`config.mk`:
```
export PLATFORM = sky130hd
export DESIGN_NAME = im_loader
export DESIGN_NICKNAME = d
export VERILOG_FILES = /design/src/rtl/cpu_pkg.sv /design/src/rtl/word_asm.sv /design/src/rtl/im_loader.sv
export SDC_FILE = /design/constraint.sdc
export NUM_CORES = 1
export LEC_CHECK = 0
export ABC_CLOCK_PERIOD_IN_PS = 2300
export BUFFER_PORTS_ARGS = -buffer_cell sky130_fd_sc_hd__buf_2
export CORE_ASPECT_RATIO = 0.7
export CORE_MARGIN = 2
export CORE_UTILIZATION = 40
export CTS_BUF_LIST = sky130_fd_sc_hd__clkbuf_16
export CTS_CLUSTER_SIZE = 28
export DETAILED_ROUTE_END_ITERATION = 8
export PLACE_DENSITY = 0.66
export SLEW_MARGIN = 5
export SYNTH_ARGS = -nofsm -noshare
export SYNTH_HDL_FRONTEND = slang
export SYNTH_HIERARCHICAL = 1
export SYNTH_SLANG_ARGS = --single-unit
```
`constraint.sdc`:
```
create_clock -name Clk -period 2.3 [get_ports Clk]
set_input_delay 0.575 -clock Clk [delete_from_list [all_inputs] [get_ports Clk]]
set_output_delay 0.575 -clock Clk [all_outputs]
set_load 0.02 [all_outputs]
```
`src/rtl/cpu_pkg.sv`:
```
// Shared loader state encoding and instruction-memory geometry.
package cpu_pkg;

  typedef enum logic [2:0] {
    IDLE,
    CNT_HI,
    CNT_LO,
    DATA,
    WRITE,
    CKSUM,
    DONE
  } state_t;

  localparam int          IM_DEPTH = 2048;
  localparam int          IM_AW    = $clog2(IM_DEPTH);
  localparam logic [31:0] IM_BASE  = 32'h00003000;

  // Byte address to IM word index: the base region lands on index 0.
  function automatic logic [IM_AW-1:0] im_index(input logic [31:0] addr);
    return {~addr[12], addr[11:2]};
  endfunction

endpackage

```
`src/rtl/word_asm.sv`:
```
// Collects four boot-stream bytes, MSB first, into one 32-bit instruction word.
module word_asm (
  input  logic        clk,
  input  logic        clr,
  input  logic        flush,
  input  logic        shift,
  input  logic [7:0]  byte_in,
  output logic [31:0] word,
  output logic        last
);

  logic [1:0] cnt;

  always_ff @(posedge clk) begin
    if (clr || flush) begin
      word <= '0;
      cnt  <= '0;
    end else if (shift) begin
      word <= {word[23:0], byte_in};
      cnt  <= cnt + 2'd1;
    end
  end

  // High while the next accepted byte completes the word.
  assign last = (cnt == 2'd3);

endmodule

```
`src/rtl/im_loader.sv`:
```
// Boot-stream loader: 16-bit word count, then 4-byte words written to IM.
// Define IM_LOADER_CKSUM_EN to check a trailing XOR checksum byte.
//
// state  | meaning
// IDLE   | waiting for start after reset
// CNT_HI | taking word-count high byte
// CNT_LO | taking word-count low byte
// DATA   | taking instruction bytes
// WRITE  | one-cycle IM write strobe
// CKSUM  | taking the checksum byte
// DONE   | load finished, fetch released
module im_loader
  import cpu_pkg::*;
(
  input  logic                 Clk,
  input  logic                 Clr,
  input  logic                 start,
  input  logic [7:0]           byte_in,
  input  logic                 byte_valid,
  output logic                 byte_ready,
  output logic                 we,
  output logic [IM_AW-1:0]     waddr,
  output logic [31:0]          wdata,
  output logic                 hold,
  output logic                 done,
  output logic                 err
);

`ifdef IM_LOADER_CKSUM_EN
  localparam state_t AFTER_LOAD = CKSUM;
`else
  localparam state_t AFTER_LOAD = DONE;
`endif

  state_t      state, state_nx;
  logic [7:0]  cnt_hi;
  logic [15:0] words_left;
  logic        accept, start_ok, last;

  assign byte_ready = (state == CNT_HI) || (state == CNT_LO) ||
                      (state == DATA)   || (state == CKSUM);
  assign accept     = byte_valid && byte_ready;
  assign start_ok   = start && ((state == IDLE) || (state == DONE));
  assign we         = (state == WRITE);
  assign hold       = (state != IDLE) && (state != DONE);
  assign done       = (state == DONE);

  always_comb begin
    state_nx = state;
    case (state)
      IDLE, DONE: if (start) state_nx = CNT_HI;
      CNT_HI:     if (accept) state_nx = CNT_LO;
      CNT_LO:     if (accept) state_nx = ({cnt_hi, byte_in} == 16'd0) ? AFTER_LOAD : DATA;
      DATA:       if (accept && last) state_nx = WRITE;
      WRITE:      state_nx = (words_left == 16'd1) ? AFTER_LOAD : DATA;
      CKSUM:      if (accept) state_nx = DONE;
      default:    state_nx = IDLE;
    endcase
  end

  always_ff @(posedge Clk) begin
    if (Clr) begin
      state      <= IDLE;
      cnt_hi     <= '0;
      words_left <= '0;
      waddr      <= im_index(IM_BASE);
    end else begin
      state <= state_nx;
      if (start_ok) waddr <= im_index(IM_BASE);
      if (accept && (state == CNT_HI)) cnt_hi <= byte_in;
      if (accept && (state == CNT_LO)) words_left <= {cnt_hi, byte_in};
      if (state == WRITE) begin
        waddr      <= waddr + 1'b1;
        words_left <= words_left - 16'd1;
      end
    end
  end

`ifdef IM_LOADER_CKSUM_EN
  logic [7:0] xsum;
  logic       err_q;

  always_ff @(posedge Clk) begin
    if (Clr || start_ok) begin
      xsum  <= '0;
      err_q <= 1'b0;
    end else if (accept && (state == DATA)) begin
      xsum <= xsum ^ byte_in;
    end else if (accept && (state == CKSUM)) begin
      err_q <= (byte_in != xsum);
    end
  end

  assign err = err_q;
`else
  assign err = 1'b0;
`endif

  word_asm u_word_asm (
    .clk     (Clk),
    .clr     (Clr),
    .flush   (start_ok),
    .shift   (accept && (state == DATA)),
    .byte_in (byte_in),
    .word    (wdata),
    .last    (last)
  );

endmodule
```
==> summary.md <==
| Metric | Value |
|---|---|
| Period utilization | `0.946` |
| Routed WL per cell | `14.9 um` |
| Setup TNS Final | `0 ps` |
| Clk sinks | `72` |
| Layout cells sized above 1 | `0.218` |
| R2R setup slack | `340 ps` |
| Comb power frac | `0.305` |
| Clock Skew | `6.15 ps` |
| Crit Path Class | `flop to output pin` |
| Via count | `2,873` |
| Clock Root Buffer | `clkbuf_16` |
| Post-DRT Antenna Nets | `0` |
| R2R Path Start | `state[0]` |
| CTS resizes | `0` |
| YS warnings | `6` |
| Worst hold path startpoint | `u_word_asm/word[26]` |
| Initial Util | `0.420` |
| Register area share after synthesis | `0.429` |
| Status | `completed` |
| Post-synth EDFFs | `0` |
| Worst path required time | `1730 ps` |
| Placed Cells | `505` |
| Switching Share | `0.342` |
| CP Buf/Inv Count | `2` |
| Overall Global Routing Usage | `0.177` |
| Pwr Total | `4270 uW` |
| Clock transition at path regs | `60 ps` |
| Row Count | `27` |
| # DRC | `0` |
| # diodes | `0` |
| Clk_lat worst skew | `330 ps` |
| Avg Inst Size Synth | `9.26 sq um` |
| Worst path cell trace | `or3b_1, inv_8, buf_2` |
| Worst-margin pin slew | `580 ps` |
| Vias/cell | `5.54` |
| Reg2Reg Depth | `5` |
| Cell with the most instances after synthesis | `dfxtp_1` |
| Pin count of the biggest net entering global routing | `35` |
| RD Place Congestion | `0.894` |
| Slew Viols, Final | `0` |
| GR Overflow Total | `0` |
| Power Internal | `2810 uW` |
| Post-Syn Area | `3360 sq um` |
| Critical Path AT | `1600 ps` |
| Largest family of logic cells by synthesized area | `simple AND/OR/NAND/NOR gates` |
| Slew Limit Headroom | `0.611` |
| Max Clk Rate | `0.460 GHz` |
| Io pins | `60` |
| Syn Nets | `379` |
| Layout Nets | `431` |
| Max stage delay cell, worst path | `or3b_1` |
| Core Region | `8010 sq um` |
| DPL Wire Length | `5.53 mm` |
| Initial antenna violation count | `0` |
| CP peak stage delay | `510 ps` |
| Crit Path Max Fanout | `18` |
| Non-Filler Instances | `519` |
| Dpl ws | `397 ps` |
| CP startpoint | `state[0]` |
| Simple-Gate Fraction of Synth Area | `0.214` |
| Final hold viol count | `0` |
| PD cells | `1070 nW/um^2` |
| Iter 0 DRT Violations | `251` |
| Commonest cells post-synth | `dfxtp_1 (72), nor2_1 (59), mux2i_1 (41)` |
| Die H | `80.7 um` |
| Hold path depth | `2` |
| Unrepaired setup endpoints after global routing | `false` |
| Final WS setup | `124 ps` |
| Post-synthesis compound-gate area fraction | `0.134` |
| Reg2Reg Capture Point | `state[2]` |
| Synth unique cells | `56` |
| Layout overhead on the synthesized area | `18.2%` |
| Setup Viol. Count Final | `0` |
| Detailed Routing Iterations Pass 1 | `4` |
| H-Tree Level Count | `3` |
| Async S/R FF share, synth | `0` |
| Post-Synthesis Cells | `363` |
| Critical Path Start Type | `flop` |
| Clock share of power | `0.333` |
| Mux share of post-synthesis cell area | `0.129` |
| Ys flop type | `dfxtp_1` |
| Crit. End Element | `output pin` |
| Synth Area in XOR/XNOR | `0.0104` |
| First-pass GRT wire length | `12.8 mm` |
| Synth Area in Adders | `0.0149` |
| Post-CTS Hold Buffers | `0` |
| Area leader, netlist | `dfxtp_1` |
| HP Class | `flop to flop` |
| Max Buffers Root-to-Sink | `2` |
| Routed wire length | `7.72 mm` |
| Max_cap viols | `0` |
| Die area | `9160 sq um` |
| Worst path top cell family by delay | `simple AND/OR/NAND/NOR gates` |
| Crit path time final | `2180 ps` |
| Vias in the first global route | `2,650` |
| # Post-CTS Setup Buffers | `0` |
| Flops & latches, synth | `72` |
| WHS Endpoint | `u_word_asm/word[26]` |
| Die Width | `114 um` |
| Port Buf Inserts | `58` |
| Num CTS Buffers | `9` |
| Final hold slack | `490 ps` |
| Max VDD drop | `0.584 mV` |
| Leakage | `0.00152 uW` |
| Area contributors post-synth | `dfxtp_1 (43%), mux2i_1 (12%), nor2_1 (6.6%), nand2_1 (2.8%), a21oi_1 (2.5%)` |
| Share of the synthesized area in the top cell type | `0.429` |
| CTS tree | `yes` |
| Sequential fraction of design power | `0.362` |
| Switch Pwr | `1460 uW` |
==> power by group through the flow <==
stage | combinational, uW | clock [uW] | sequential, uW
after floorplan | 1090 | 0 | 1520
after global placement | 1270 | 0 | 1560
after detailed placement | 1290 | 0 | 1570
after CTS | 1290 | 1460 | 1540
after global routing | 1450 | 1510 | 1570
final | 1300 | 1420 | 1550
==> state kept, by name (all words and copies together) (netlist names) <==
| signal | flops |
|---|---|
| cnt_hi | 8 |
| state | 3 |
| u_word_asm/cnt | 2 |
| u_word_asm/word | 32 |
| waddr | 11 |
| words_left | 16 |
==> per-layer routing <==
metal / up-vias / GRT usage / share of wire
met4: 0 / 0.0549 / 0.0084
met5: - / 0 / 0
met1: 1363 / 0.237 / 0.48
met3: 9 / 0.0581 / 0.079
met2: 84 / 0.271 / 0.43
li1: 1417 / - / -
==> layout make-up <==
cell class / count / area, sq um
fill: 754 / 4030
multi-input combinational: 258 / 1700
sequential: 72 / 1440
timing repair buffer: 66 / 363
clock buffer: 9 / 225
tap: 101 / 126
clock inverter: 5 / 75.1
inverter: 8 / 37.5
==> cell usage in the layout (no fill, tap or decap), types with 4 or more instances in the layout <==
cell type	synthesis	routed
dfxtp_1	72	72
nand3_1	9	9
inv_1	7	8
nor4_1	6	6
clkbuf_16	0	9
a31oi_1	9	9
o211ai_1	10	10
or3_1	7	7
nor3_1	8	7
a21oi_1	17	17
buf_4	3	7
nand4_1	7	7
nand2b_1	4	4
buf_2	4	58
nand2_1	25	25
xnor2_1	4	4
mux2i_1	41	41
ha_1	4	4
nor2_1	59	59
==> cells by family (layout without fill, tap and decap cells) <==
kind of cell,count (synthesis),in the layout
muxes,43,43
adders and majority gates,4,4
AOI/OAI and AO/OA,65,65
other,1,1
buffers and inverters,33,88
xor gates and xnor gates,4,4
DFF,72,72
and+or+nand+nor,141,141
==> how the worst max path moves through the flow <==
stage / end / slack, ps / cells past startpoint
4_1_cts: we / 110 / 3
6_report: we / 120 / 3
2_1_floorplan: we / 500 / 5
3_5_place_dp: state[2] / 400 / 5
3_3_place_gp: state[2] / 450 / 5
5_1_grt: we / 60 / 3
==> tightest hold or removal path, stage by stage, from the launching register on <==
cell     delay (ps)
dfxtp_1         320
mux2i_1          70
nor2_1           70
==> through the flow <==
step / utilization / cell area (sq um)
3_5_place_dp: 0.459 / 3670
3_3_place_gp: 0.459 / 3670
6_report: 0.496 / 3970
2_1_floorplan: - / 3360
4_1_cts: 0.496 / 3970
5_1_grt: 0.496 / 3970
Note: power is estimated with default switching activity, not from simulation.
